<file path="src/rtl/hbridge_deadtime_if.sv">
// Signal bundle between the PWM/control side and the H-bridge dead-time stage.
// The master drives the commands; the slave (the bridge stage) drives the gate and status outputs.
interface hbridge_deadtime_if;
    logic       pwm_in;
    logic       enable;
    logic       dir;
    logic       brake;
    logic       fault;
    logic       fault_clr;
    logic       a_hi;
    logic       a_lo;
    logic       b_hi;
    logic       b_lo;
    logic [1:0] state;
    logic       fault_latched;

    modport master (
        output pwm_in, enable, dir, brake, fault, fault_clr,
        input  a_hi, a_lo, b_hi, b_lo, state, fault_latched
    );

    modport slave (
        input  pwm_in, enable, dir, brake, fault, fault_clr,
        output a_hi, a_lo, b_hi, b_lo, state, fault_latched
    );
endinterface

</file>
<file path="src/rtl/hbridge_deadtime.sv">
// H-bridge gate driver: turns PWM/direction/brake/enable into four gate drives with per-leg
// dead time, an all-off gap on start-up and reversal, and a sticky fault latch.
module hbridge_deadtime #(
    parameter int DEADTIME = 2,
    parameter int DIR_GAP  = 8
) (
    input  logic              clk,
    input  logic              rst_n,
    hbridge_deadtime_if.slave bus
);

    typedef enum logic [1:0] {
        ST_OFF   = 2'd0,
        ST_RUN   = 2'd1,
        ST_GAP   = 2'd2,
        ST_BRAKE = 2'd3
    } state_t;

    // Leg encoding doubles as the gate drive: bit 1 = high FET, bit 0 = low FET.
    typedef enum logic [1:0] {
        LEG_Z = 2'b00,
        LEG_L = 2'b01,
        LEG_H = 2'b10
    } leg_t;

    typedef struct packed {
        leg_t       out;
        logic [3:0] dt;
    } leg_st_t;

    localparam logic [3:0] DT_LOAD  = 4'(DEADTIME - 1);
    localparam logic [7:0] GAP_LOAD = 8'(DIR_GAP - 1);

    state_t     state_q, state_d;
    logic       dir_q, dir_d;
    logic [7:0] gap_q, gap_d;
    logic       fault_q, fault_d;
    leg_t       a_cmd, b_cmd;
    leg_st_t    a_q, a_d;
    leg_st_t    b_q, b_d;

    // One dead-time step for a leg; the off-going FET always drops immediately.
    function automatic leg_st_t leg_step(input leg_t cmd, input leg_st_t cur);
        leg_st_t nxt;
        nxt = cur;
        if (cmd == LEG_Z) begin
            nxt.out = LEG_Z;
            if (cur.out != LEG_Z) begin
                nxt.dt = DT_LOAD;
            end else if (cur.dt != 4'd0) begin
                nxt.dt = cur.dt - 4'd1;
            end
        end else if (cur.out != LEG_Z) begin
            if (cmd != cur.out) begin
                nxt.out = LEG_Z;
                nxt.dt  = DT_LOAD;
            end
        end else if (cur.dt == 4'd0) begin
            nxt.out = cmd;
        end else begin
            nxt.dt = cur.dt - 4'd1;
        end
        return nxt;
    endfunction

    always_comb begin
        fault_d = fault_q;
        if (bus.fault) begin
            fault_d = 1'b1;
        end else if (bus.fault_clr) begin
            fault_d = 1'b0;
        end
    end

    always_comb begin
        state_d = state_q;
        dir_d   = dir_q;
        gap_d   = gap_q;
        if (fault_q || bus.fault || !bus.enable) begin
            state_d = ST_OFF;
        end else begin
            case (state_q)
                ST_OFF: begin
                    state_d = ST_GAP;
                    gap_d   = GAP_LOAD;
                    dir_d   = bus.dir;
                end
                ST_GAP: begin
                    if (bus.dir != dir_q) begin
                        dir_d = bus.dir;
                        gap_d = GAP_LOAD;
                    end else if (gap_q == 8'd0) begin
                        state_d = bus.brake ? ST_BRAKE : ST_RUN;
                    end else begin
                        gap_d = gap_q - 8'd1;
                    end
                end
                ST_RUN: begin
                    if (bus.brake) begin
                        state_d = ST_BRAKE;
                    end else if (bus.dir != dir_q) begin
                        state_d = ST_GAP;
                        dir_d   = bus.dir;
                        gap_d   = GAP_LOAD;
                    end
                end
                ST_BRAKE: begin
                    if (!bus.brake) begin
                        if (bus.dir == dir_q) begin
                            state_d = ST_RUN;
                        end else begin
                            state_d = ST_GAP;
                            dir_d   = bus.dir;
                            gap_d   = GAP_LOAD;
                        end
                    end
                end
                default: state_d = ST_OFF;
            endcase
        end
    end

    // Leg commands follow the next state so a fault or reversal blanks the gates at the same edge.
    always_comb begin
        a_cmd = LEG_Z;
        b_cmd = LEG_Z;
        case (state_d)
            ST_RUN: begin
                if (!dir_d) begin
                    a_cmd = bus.pwm_in ? LEG_H : LEG_L;
                    b_cmd = LEG_L;
                end else begin
                    a_cmd = LEG_L;
                    b_cmd = bus.pwm_in ? LEG_H : LEG_L;
                end
            end
            ST_BRAKE: begin
                a_cmd = LEG_L;
                b_cmd = LEG_L;
            end
            default: begin
                a_cmd = LEG_Z;
                b_cmd = LEG_Z;
            end
        endcase
        a_d = leg_step(a_cmd, a_q);
        b_d = leg_step(b_cmd, b_q);
    end

    always_ff @(posedge clk) begin
        if (!rst_n) begin
            state_q <= ST_OFF;
            dir_q   <= 1'b0;
            gap_q   <= 8'd0;
            fault_q <= 1'b0;
            a_q     <= '{out: LEG_Z, dt: 4'd0};
            b_q     <= '{out: LEG_Z, dt: 4'd0};
        end else begin
            state_q <= state_d;
            dir_q   <= dir_d;
            gap_q   <= gap_d;
            fault_q <= fault_d;
            a_q     <= a_d;
            b_q     <= b_d;
        end
    end

    assign bus.a_hi          = a_q.out[1];
    assign bus.a_lo          = a_q.out[0];
    assign bus.b_hi          = b_q.out[1];
    assign bus.b_lo          = b_q.out[0];
    assign bus.state         = state_q;
    assign bus.fault_latched = fault_q;

endmodule

</file>
<file path="src/flat_wrapper.sv">
// flat-port wrapper written by rule: the top's interface ports become plain ports
module hbridge_deadtime_flat 
#(
    parameter int DEADTIME = 2,
    parameter int DIR_GAP  = 8
)
  (clk, rst_n, bus_pwm_in, bus_enable, bus_dir, bus_brake, bus_fault, bus_fault_clr, bus_a_hi, bus_a_lo, bus_b_hi, bus_b_lo, bus_state, bus_fault_latched);
  hbridge_deadtime_if bus_i ();
  input  logic clk;
  input  logic rst_n;
  input wire logic [$bits(bus_i.pwm_in)-1:0] bus_pwm_in;
  input wire logic [$bits(bus_i.enable)-1:0] bus_enable;
  input wire logic [$bits(bus_i.dir)-1:0] bus_dir;
  input wire logic [$bits(bus_i.brake)-1:0] bus_brake;
  input wire logic [$bits(bus_i.fault)-1:0] bus_fault;
  input wire logic [$bits(bus_i.fault_clr)-1:0] bus_fault_clr;
  output wire logic [$bits(bus_i.a_hi)-1:0] bus_a_hi;
  output wire logic [$bits(bus_i.a_lo)-1:0] bus_a_lo;
  output wire logic [$bits(bus_i.b_hi)-1:0] bus_b_hi;
  output wire logic [$bits(bus_i.b_lo)-1:0] bus_b_lo;
  output wire logic [$bits(bus_i.state)-1:0] bus_state;
  output wire logic [$bits(bus_i.fault_latched)-1:0] bus_fault_latched;
  assign bus_i.pwm_in = bus_pwm_in;
  assign bus_i.enable = bus_enable;
  assign bus_i.dir = bus_dir;
  assign bus_i.brake = bus_brake;
  assign bus_i.fault = bus_fault;
  assign bus_i.fault_clr = bus_fault_clr;
  assign bus_a_hi = bus_i.a_hi;
  assign bus_a_lo = bus_i.a_lo;
  assign bus_b_hi = bus_i.b_hi;
  assign bus_b_lo = bus_i.b_lo;
  assign bus_state = bus_i.state;
  assign bus_fault_latched = bus_i.fault_latched;
  hbridge_deadtime #(.DEADTIME(DEADTIME), .DIR_GAP(DIR_GAP)) u_core (.clk(clk), .rst_n(rst_n), .bus(bus_i));
endmodule
</file>
<file path="config.mk">
export PLATFORM = sky130hd
export DESIGN_NAME = hbridge_deadtime_flat
export DESIGN_NICKNAME = d
export VERILOG_FILES = /design/src/rtl/hbridge_deadtime_if.sv /design/src/rtl/hbridge_deadtime.sv /design/src/flat_wrapper.sv
export SDC_FILE = /design/constraint.sdc
export NUM_CORES = 1
export LEC_CHECK = 0
export ABC_AREA = 1
export BUFFER_PORTS_ARGS = -buffer_cell sky130_fd_sc_hd__buf_2
export CORE_MARGIN = 2
export CORE_UTILIZATION = 38
export DETAILED_ROUTE_END_ITERATION = 8
export PLACE_DENSITY_LB_ADDON = 0.12
export SLEW_MARGIN = 20
export SYNTH_ARGS = -nofsm -noshare
export SYNTH_HDL_FRONTEND = slang
export SYNTH_SLANG_ARGS = --single-unit
export TNS_END_PERCENT = 1
</file>
<file path="constraint.sdc">
create_clock -name clk -period 2.5 [get_ports clk]
set_input_delay 0.5 -clock clk [delete_from_list [all_inputs] [get_ports clk]]
set_output_delay 0.5 -clock clk [all_outputs]
set_load 0.03 [all_outputs]
</file>
==> flow_metrics.env <==
export IMPL_drt_iter0_markers=59
export IMPL_synth_cells=197
export IMPL_finalWirelength_mm=2.95
export IMPL_htreeDepth=1
export IMPL_io_buffers=14
export IMPL_switching_share_pct=37.4
export IMPL_rsz0062_at_grt="false"
export IMPL_ys_seq_elements=24
export IMPL_ctsHoldBuffers=0
export IMPL_fin_area_um2=1550
export IMPL_yosysWarnings=0
export IMPL_critical_path_class="reg2reg"
export IMPL_diodes=0
export IMPL_cap_viol_max_count=0
export IMPL_min_period_ns=2.00
export IMPL_antenna_left=0
export IMPL_seqPwrFrac_pct=41.7
export IMPL_grt_pass1_wl_mm=5.15
export IMPL_hold_class="in2reg"
export IMPL_critPathRequiredTime_ns=2.75
export IMPL_fillers=364
export IMPL_die_area_um2=4140
export IMPL_seq_area_um2=480
export IMPL_p_clk_share_pct=17.3
export IMPL_first_pass_iters=4
export IMPL_area_delta_synth_final_pct=12.1
export IMPL_grt_overflow_total=0
export IMPL_synth_fp_nets=212
export IMPL_slew_headroom_pct=71.5
export IMPL_p_leak_nw=0.668
export IMPL_endpoint_kind="flip-flop"
export IMPL_setup_viol=0
export IMPL_drive_gt1_share_pct=17.7
export IMPL_cp_max_fo=8
export IMPL_p_per_area_nw_per_um2=769
export IMPL_synth_cell_types=25
export IMPL_core_area_um2=3420
export IMPL_die_w_um=64.3
export IMPL_internal_power_mw=0.746
export IMPL_critPathArrivalTime_ns=2.25
export IMPL_worst_pin_slew_ns=0.427
export IMPL_final_setup_tns_ns=0
export IMPL_gp_congestion=0.835
export IMPL_syn_area_um2=1380
export IMPL_clk_path_buf_depth=2
export IMPL_place_area_um2=1510
export IMPL_vias=1273
export IMPL_fin_nets=231
export IMPL_ioPinCount=15
export IMPL_grt_pass1_vias=1175
export IMPL_ir_drop_uv=479
export IMPL_utilization_pct=45.4
export IMPL_power_mw=1.19
export IMPL_initial_core_util_pct=40.5
export IMPL_multi_input_area_um2=786
export IMPL_wl_per_cell_um=11.3
export IMPL_r2r_slack_ns=0.50
export IMPL_status="finished clean"
export IMPL_critPathSlowestCell="dfxtp_1"
export IMPL_worstSetupStartpointType="flip-flop"
export IMPL_viasPerCell=4.88
export IMPL_fp_row_count=21
export IMPL_slowest_delay_ns=0.37
export IMPL_numCtsBuffers=3
export IMPL_drc_errors=0
export IMPL_clk_pin_slew_ns=0.14
export IMPL_hold_viol=0
export IMPL_yosysSeqAreaShare_pct=34.8
export IMPL_period_share_pct=80.0
export IMPL_postCtsSetupBuffers=0
export IMPL_cts_root_buf="clkbuf_4"
export IMPL_syn_area_per_cell_um2=7.02
export IMPL_cts_sinks=24
export IMPL_die_h_um=64.3
export IMPL_max_freq_mhz=500
export IMPL_crit_chain="inv_1 > ha_1 > inv_2 > nor2_2 > nand3_2 > a21boi_4 > inv_2 > nor2_2 > nand3_2 > nand2_2 > nand2_1 > a21oi_1"
export IMPL_grt_max_degree=14
export IMPL_cts_tree="built"
export IMPL_insertion_delay_ns=0.31
export IMPL_combPwrFrac_pct=40.9
export IMPL_grt_usage_pct=15.5
export IMPL_hpwl_mm=2.31
export IMPL_p_sw_mw=0.447
export IMPL_slew_violations=0
export IMPL_fin_worst_skew_ns=0.00938
export IMPL_cts_resized=0
export IMPL_antenna_found_initial=0
-- synth_stat cells (all sizes together) --
cell     number  area, um^2
a21boi        1        18.8
o2111ai       1        8.76
nor2         27         116
a31oi         4        25.0
o31ai         2        15.0
dfxtp        24         480
ha            7        87.6
nor3b         2        15.0
a21oi        16        80.1
nand3b        2        15.0
inv          30         113
nor3          3        15.0
nand3        13        80.1
xnor2         4        35.0
xor2          1        8.76
nand2        43         174
nand4         7        43.8
clkbuf        1        3.75
nor4          2        12.5
o21ai         7        35.0
-- stage by stage --
stage	setup WS (ns)	hold slack (ns)	std cells
after floorplan	0.544	0.431	197
after global placement	0.328	0.469	257
after detailed placement	0.286	0.458	257
after CTS	0.493	0.395	261
after global routing	0.307	0.396	261
final	0.501	0.406	261
-- sequential cells by signal (all words and copies together), names as in the netlist --
signal	cells
u_core.gap_q	8
u_core.a_q	4
u_core.b_q	4
u_core.bus.state	2
u_core.bus.a_hi	1
u_core.bus.a_lo	1
u_core.bus.b_hi	1
u_core.bus.b_lo	1
u_core.bus.fault_latched	1
u_core.dir_q	1
-- power by group through the flow --
stage          clock, mW  combinational (mW)  sequential (mW)
2_1_floorplan          0               0.397            0.495
3_3_place_gp           0               0.475            0.503
3_5_place_dp           0               0.489            0.503
4_1_cts            0.218               0.493            0.496
5_1_grt            0.235               0.567            0.505
6_report           0.207               0.488            0.498
-- area by class of cell --
type | count | area share [%]
clock buffers | 4 | 2.34
inverters | 30 | 7.26
multi-input cells | 142 | 50.7
flip-flops and latches | 24 | 31.0
well taps | 46 | 3.71
repair buffers | 15 | 5.00
-- placed cells by master (no fill, tap or decap) --
cell	count
clkbuf_8	1
ha_1	7
buf_2	14
xnor2_1	4
inv_2	6
o21ai_0	7
buf_4	1
nor4_1	2
nand3_2	3
nor3b_1	2
clkbuf_4	3
a21boi_4	1
xor2_1	1
o31ai_1	2
a31oi_1	4
nor2_1	23
a21oi_1	16
dfxtp_1	24
o2111ai_1	1
nor2_4	1
nor3_1	3
nand4_1	7
nand2_2	5
nor2_2	3
nand3b_1	2
nand3_1	10
inv_1	24
nand2_1	38
-- critical path, delay by kind of cell (launching register included) --
| kind | cells | cell delay, ns |
|---|---|---|
| compound gates | 2 | 0.39 |
| fa+ha+maj | 1 | 0.33 |
| buf+inv | 3 | 0.18 |
| flops | 1 | 0.37 |
| simple gates | 6 | 0.67 |
-- layer usage --
layer / global-route usage [%] / wire length (um) / vias to the layer above
met3: 3.70 / 126 / 2
met2: 25.4 / 1270 / 21
met4: 3.19 / 21 / 0
li1: - / - / 681
met5: 0 / 0 / -
met1: 20.8 / 1530 / 569
-- path summary, 6_finish.rpt --
| kind | start | endpoint | depth (start not counted) |
|---|---|---|---|
| worst max-delay path | u_core.dir_q$_SDFF_PN0_ | u_core.a_q[3]$_SDFFE_PN0P_ | 12 |
| worst min-delay path | bus_fault_clr | u_core.bus.fault_latched$_SDFFE_PN0P_ | 4 |
| worst max register to register | u_core.dir_q$_SDFF_PN0_ | u_core.a_q[3]$_SDFFE_PN0P_ | 12 |
| worst min register to register | u_core.gap_q[0]$_SDFFE_PN0P_ | u_core.gap_q[0]$_SDFFE_PN0P_ | 1 |
-- cells by family (layout without fill, tap and decap cells) --
kind of cell	after synthesis	count (layout)	synth area share (%)
fa+ha+maj	7	7	6.33
compound gates	31	31	13.2
simple gates	99	99	34.1
flops	24	24	34.8
buf+inv	31	49	8.42
xor+xnor	5	5	3.17
Power figures use the tool's default switching activity.
